--- src/rtl/morse_encoder.sv ---
`default_nettype none
// ============================================================================
// Module   : morse_encoder
// Purpose  : Sends one letter (A..Z) as ITU Morse on the LED line. Dots,
//            dashes and gaps are timed from an internal unit-tick divider.
//            A start/busy handshake accepts one letter at a time.
// Ports    : CLK     - clock
//            RESET   - asynchronous reset, active-low
//            start   - one-cycle request to send 'letter'
//            letter  - 0 = A ... 25 = Z (larger codes are ignored)
//            en      - LED output gate (timing is unaffected)
//            led     - Morse output, 1 = mark
//            busy    - high while a letter is in progress
//            done    - one-cycle pulse when a letter completes
// Revision : 1.0 - initial release
// ============================================================================
module morse_encoder #(
    parameter int CLK_DIV    = 25000000,  // CLK cycles per Morse unit (>= 2)
    parameter int DIV_W      = 25,        // unit counter width, 2**DIV_W >= CLK_DIV
    parameter int DASH_UNITS = 3          // dash length in units (2..7)
) (
    input  logic       CLK,
    input  logic       RESET,
    input  logic       start,
    input  logic [4:0] letter,
    input  logic       en,
    output logic       led,
    output logic       busy,
    output logic       done
);

    typedef enum logic [1:0] {
        S_IDLE = 2'd0,
        S_MARK = 2'd1,
        S_GAP  = 2'd2,
        S_LGAP = 2'd3
    } state_t;

    localparam logic [DIV_W-1:0] DIV_LAST  = DIV_W'(CLK_DIV - 1);
    localparam logic [2:0]       DASH_LAST = 3'(DASH_UNITS - 1);
    localparam logic [2:0]       LGAP_LAST = 3'd2;   // letter gap is 3 units

    state_t           state_q;
    logic [DIV_W-1:0] div_q;
    logic [DIV_W-1:0] div_d;
    logic [2:0]       unit_q;
    logic [1:0]       idx_q;
    logic [3:0]       pat_q;
    logic             mark_q;
    logic             busy_q;
    logic             done_q;

    logic [2:0]       rom_len;
    logic [3:0]       rom_pat;
    logic             letter_ok;
    logic             tick;
    logic [2:0]       unit_last;

    // Symbol ROM: elements are sent from pat[len-1] down to pat[0]; 1 = dash.
    always_comb begin
        rom_len = 3'd0;
        rom_pat = 4'b0000;
        case (letter)
            5'd0:  begin rom_len = 3'd2; rom_pat = 4'b0001; end // A .-
            5'd1:  begin rom_len = 3'd4; rom_pat = 4'b1000; end // B -...
            5'd2:  begin rom_len = 3'd4; rom_pat = 4'b1010; end // C -.-.
            5'd3:  begin rom_len = 3'd3; rom_pat = 4'b0100; end // D -..
            5'd4:  begin rom_len = 3'd1; rom_pat = 4'b0000; end // E .
            5'd5:  begin rom_len = 3'd4; rom_pat = 4'b0010; end // F ..-.
            5'd6:  begin rom_len = 3'd3; rom_pat = 4'b0110; end // G --.
            5'd7:  begin rom_len = 3'd4; rom_pat = 4'b0000; end // H ....
            5'd8:  begin rom_len = 3'd2; rom_pat = 4'b0000; end // I ..
            5'd9:  begin rom_len = 3'd4; rom_pat = 4'b0111; end // J .---
            5'd10: begin rom_len = 3'd3; rom_pat = 4'b0101; end // K -.-
            5'd11: begin rom_len = 3'd4; rom_pat = 4'b0100; end // L .-..
            5'd12: begin rom_len = 3'd2; rom_pat = 4'b0011; end // M --
            5'd13: begin rom_len = 3'd2; rom_pat = 4'b0010; end // N -.
            5'd14: begin rom_len = 3'd3; rom_pat = 4'b0111; end // O ---
            5'd15: begin rom_len = 3'd4; rom_pat = 4'b0110; end // P .--.
            5'd16: begin rom_len = 3'd4; rom_pat = 4'b1101; end // Q --.-
            5'd17: begin rom_len = 3'd3; rom_pat = 4'b0010; end // R .-.
            5'd18: begin rom_len = 3'd3; rom_pat = 4'b0000; end // S ...
            5'd19: begin rom_len = 3'd1; rom_pat = 4'b0001; end // T -
            5'd20: begin rom_len = 3'd3; rom_pat = 4'b0001; end // U ..-
            5'd21: begin rom_len = 3'd4; rom_pat = 4'b0001; end // V ...-
            5'd22: begin rom_len = 3'd3; rom_pat = 4'b0011; end // W .--
            5'd23: begin rom_len = 3'd4; rom_pat = 4'b1001; end // X -..-
            5'd24: begin rom_len = 3'd4; rom_pat = 4'b1011; end // Y -.--
            5'd25: begin rom_len = 3'd4; rom_pat = 4'b1100; end // Z --..
            default: begin rom_len = 3'd0; rom_pat = 4'b0000; end
        endcase
    end

    assign letter_ok = (letter <= 5'd25);
    assign tick      = (div_q == DIV_LAST);
    assign div_d     = tick ? '0 : div_q + DIV_W'(1);

    // Index of the final unit of the current state (unit counter is 0-based).
    always_comb begin
        unit_last = 3'd0;
        case (state_q)
            S_MARK:  unit_last = pat_q[idx_q] ? DASH_LAST : 3'd0;
            S_LGAP:  unit_last = LGAP_LAST;
            default: unit_last = 3'd0;
        endcase
    end

    always_ff @(posedge CLK or negedge RESET) begin
        if (!RESET) begin
            state_q <= S_IDLE;
            div_q   <= '0;
            unit_q  <= 3'd0;
            idx_q   <= 2'd0;
            pat_q   <= 4'b0000;
            mark_q  <= 1'b0;
            busy_q  <= 1'b0;
            done_q  <= 1'b0;
        end else begin
            done_q <= 1'b0;
            case (state_q)
                S_IDLE: begin
                    // Divider is cleared here so the first unit is full length.
                    if (start && letter_ok) begin
                        state_q <= S_MARK;
                        busy_q  <= 1'b1;
                        mark_q  <= 1'b1;
                        pat_q   <= rom_pat;
                        idx_q   <= 2'(rom_len - 3'd1);
                        div_q   <= '0;
                        unit_q  <= 3'd0;
                    end
                end
                default: begin
                    div_q <= div_d;
                    if (tick) begin
                        if (unit_q == unit_last) begin
                            unit_q <= 3'd0;
                            case (state_q)
                                S_MARK: begin
                                    mark_q  <= 1'b0;
                                    state_q <= (idx_q == 2'd0) ? S_LGAP : S_GAP;
                                end
                                S_GAP: begin
                                    mark_q  <= 1'b1;
                                    idx_q   <= idx_q - 2'd1;
                                    state_q <= S_MARK;
                                end
                                default: begin
                                    state_q <= S_IDLE;
                                    busy_q  <= 1'b0;
                                    done_q  <= 1'b1;
                                end
                            endcase
                        end else begin
                            unit_q <= unit_q + 3'd1;
                        end
                    end
                end
            endcase
        end
    end

    // en only gates the registered mark flag; it never touches timing.
    assign led  = mark_q & en;
    assign busy = busy_q;
    assign done = done_q;

endmodule
`default_nettype wire

--- config.mk ---
export PLATFORM = sky130hd
export DESIGN_NAME = morse_encoder
export DESIGN_NICKNAME = d
export VERILOG_FILES = /design/src/rtl/morse_encoder.sv
export SDC_FILE = /design/constraint.sdc
export NUM_CORES = 1
export LEC_CHECK = 0
export BUFFER_PORTS_ARGS = -buffer_cell sky130_fd_sc_hd__buf_2
export CAP_MARGIN = 5
export CORE_ASPECT_RATIO = 1.5
export CORE_UTILIZATION = 40
export DETAILED_ROUTE_END_ITERATION = 10
export PLACE_DENSITY_LB_ADDON = 0.05
export SLEW_MARGIN = 20
export SYNTH_ARGS = -nofsm -noshare
export SYNTH_HDL_FRONTEND = slang
export SYNTH_SLANG_ARGS = --single-unit
--- constraint.sdc ---
create_clock -name CLK -period 5.7 [get_ports CLK]
set_input_delay 0.285 -clock CLK [delete_from_list [all_inputs] [get_ports CLK]]
set_output_delay 0.285 -clock CLK [all_outputs]
set_load 0.005 [all_outputs]
==> flow_metrics.py <==
metrics = {
    "status": {
        "status": "completed",
    },
    "global_routing": {
        "antenna_found_initial": 0,
        "busiest_layer": "met2",
        "grt_max_degree": 40,
        "grtUsageMet2_pct": 36.7,
        "grt.met3_usage_pct": 3.07,
        "grt_pass1_wl_um": 10300,
        "grt_use_met1_pct": 23.9,
        "grt_pass1_vias": 2136,
        "globalRouteTotalUtil_pct": 20.2,
        "grt.overflow.total": 0,
    },
    "finish": {
        "final_cells": 377,
        "area_delta_synth_final_pct": 7.97,
        "diodes": 0,
        "fin_nets": 323,
        "layout-drive-gt1-share_pct": 11.9,
    },
    "flow_run": {
        "max-cap-violations": 0,
    },
    "route": {
        "num_vias": 2225,
        "routed_wl_um": 5940,
        "route.detailed.drc": 0,
        "drt_iter0_markers": 102,
        "final_antenna_net_count": 0,
        "wire_per_inst_um": 15.8,
        "dr.pass1.iters": 4,
        "viasPerCell": 5.90,
    },
    "synthesis": {
        "yosysTopAreaCell": "dfrtp_1",
        "avgSynthCellArea_um2": 8.62,
        "async_flop_share_pct": 100,
        "netlist.area_leader.share_pct": 38.1,
        "synth-seq-cells": 39,
        "seq_area_frac_synth_pct": 38.1,
        "synthCells": 297,
        "synth_ff_type": "dfrtp_1",
        "syn_nets": 318,
        "synth_edf_count": 0,
        "ys_warn_count": 0,
        "ys_top_cells_by_area": "dfrtp_1 38%, o21ai_0 7.8%, ha_1 5.9%",
        "synth.distinct_cells": 44,
        "synth_area_mm2": 0.00256,
    },
    "floorplan": {
        "coreArea_mm2": 0.00617,
        "rows": 35,
        "start_util_pct": 41.4,
        "fp.dieH_um": 100,
        "io-pin-count": 12,
        "fp.dieArea_mm2": 0.00673,
        "fp.dieW_um": 67.3,
    },
    "sta": {
        "max_freq_mhz": 372,
        "slew_viol_final": 0,
        "finalCriticalPeriod_ns": 2.69,
        "setup_viol": 0,
        "final_hold_viol_count": 0,
        "rsz0062_at_grt": "no",
        "fin_crit_sh_pct": 47.1,
        "finalClockSkew_ns": 0.0111,
        "slew_headroom_pct": 40.8,
        "tightest_slew_ns": 0.889,
        "setup_tns_ns": 0,
        "worst_slack_ns": 3.01,
    },
    "placement": {
        "dpl.hpwl_um": 4180,
        "dp.cells": 369,
        "gp_congestion": 0.736,
        "port_buffers": 11,
        "place_ws_ns": 3.02,
    },
    "critical_path": {
        "r2r_cells": 8,
        "slowest_stage": "or4_1",
        "crit_type": "register to register",
        "critPathMaxFanout": 30,
        "max_stage_delay_ns": 0.55,
        "rr_endpoint": "idx_q[0]$_DFFE_PN0P_",
        "r2r_slack_ns": 3.01,
        "end_kind": "register",
        "worstPathCellList": "inv_1 -> ha_1 -> inv_1 -> a21oi_2 -> buf_4 -> or4_1 -> and2_1 -> mux2_4",
        "startpoint": "state_q[0]$_DFFE_PN0P_",
        "cp.required_ns": 5.89,
        "arrival_ns": 2.87,
        "crit_end": "idx_q[0]$_DFFE_PN0P_",
        "start_kind": "register",
        "cp_common_cell": "inv_1",
        "r2r_start": "state_q[0]$_DFFE_PN0P_",
    },
    "power_and_ir_drop": {
        "powerDensity_mw_per_mm2": 181,
        "switchingPower_mw": 0.124,
        "leakage_nw": 1.12,
        "pwr-share-clk_pct": 36.5,
        "p_int_mw": 0.378,
        "p_seq_share_pct": 55.7,
        "ir_worst_vdd_mv": 0.0734,
        "switching_share_pct": 24.7,
        "p_comb_share_pct": 7.8,
        "power.total_mw": 0.501,
    },
    "cts": {
        "cts_sinks": 39,
        "cts_resized": 0,
        "cts_tree": "yes",
        "cts_buffers": 5,
        "postCtsSetupRepairBufs": 0,
        "h-tree-depth": 2,
        "root_buffer": "clkbuf_8",
        "postCtsHoldBufs": 0,
        "insertion_delay_ns": 0.29,
        "clk_path_buf_depth": 2,
        "clk_pin_slew_ns": 0.08,
    },
    "hold_path": {
        "hold_class": "input pin to async pin",
    },
}
-- flip-flops by register name (all words and copies together), names as in the netlist --
register	count
unit_q	3
idx_q	2
done	1
div_q	25
mark_q	1
state_q	2
pat_q	4
busy	1
-- worst min-delay path by stage --
stage,endpoint,depth (start not counted)
after floorplan,busy$_DFFE_PN0P_,0
after global placement,div_q[0]$_DFFE_PN0P_,1
after detailed placement,div_q[3]$_DFFE_PN0P_,1
after CTS,div_q[3]$_DFFE_PN0P_,1
after global routing,div_q[2]$_DFFE_PN0P_,1
final,div_q[1]$_DFFE_PN0P_,1
-- kinds of logic after synthesis --
| group | Yosys count | synth area share, % |
|---|---|---|
| AO/OA/AOI/OAI | 94 | 22.3 |
| XOR/XNOR | 3 | 1.03 |
| adder cells (fa/ha/maj) | 12 | 5.87 |
| buffers and inverters | 23 | 3.37 |
| flip-flops | 39 | 38.1 |
| multiplexers | 10 | 5.67 |
| AND/OR/NAND/NOR | 116 | 23.6 |
-- synthesized netlist by cell type, types with 3 or more instances --
library cell / n
a21oi_1: 14
a31oi_1: 13
and2_1: 8
and3_1: 4
clkbuf_1: 15
dfrtp_1: 39
ha_1: 12
inv_1: 8
mux2i_1: 4
mux4_2: 3
nand2_1: 27
nand2b_1: 5
nand3_1: 10
nand4_1: 9
nand4b_1: 3
nor2_1: 25
nor2b_1: 4
nor3_1: 6
o21ai_0: 40
o31ai_1: 10
o41ai_1: 3
xnor2_1: 3
-- metrics by stage --
step	hold WS (ns)	utilization (%)	cell area, um^2
after global routing	0.205	44.7	2760
final	0.107	44.7	2760
after CTS	0.150	44.7	2760
after floorplan	-0.0106	-	2560
after global placement	0.460	43.3	2680
after detailed placement	0.470	43.3	2680
-- power groups by stage --
stage,clock (mW),combinational (mW),sequential [mW]
after floorplan,0,0.0240,0.285
after global placement,0,0.0399,0.285
after detailed placement,0,0.0396,0.285
after CTS,0.192,0.0397,0.279
after global routing,0.201,0.0450,0.279
final,0.183,0.0389,0.279
-- critical path: cells and delay by family (launching register included) --
kind	cells	cell delay [ns]
AND/OR/NAND/NOR	2	0.74
flip-flops	1	0.42
buffers and inverters	3	0.74
multiplexers	1	0.29
adder cells (fa/ha/maj)	1	0.36
AO/OA/AOI/OAI	1	0.05
-- cell type report --
class,count,area [um^2]
clock buffer,5,68.8
clock inverter,3,15.0
fill,602,3410
inverter,8,30.0
multi-input combinational,235,1510
sequential,39,976
tap,74,92.6
timing repair buffer,13,70.1
-- metal layers --
layer  share of wire [%]  wire length, um
met5                   0                0
met4                 1.2               73
met3                 2.4              142
met2                  53             3130
met1                  44             2600
-- placed cells by master (no fill, tap or decap), types with 9 or more instances in the layout --
master	n
a31oi_1	13
buf_2	11
a21oi_1	13
nand2_1	27
dfrtp_1	39
o21ai_0	40
nand4_1	9
nand3_1	10
ha_1	12
o31ai_1	10
nor2_1	24
No activity file was read; power rests on OpenSTA's default activity.
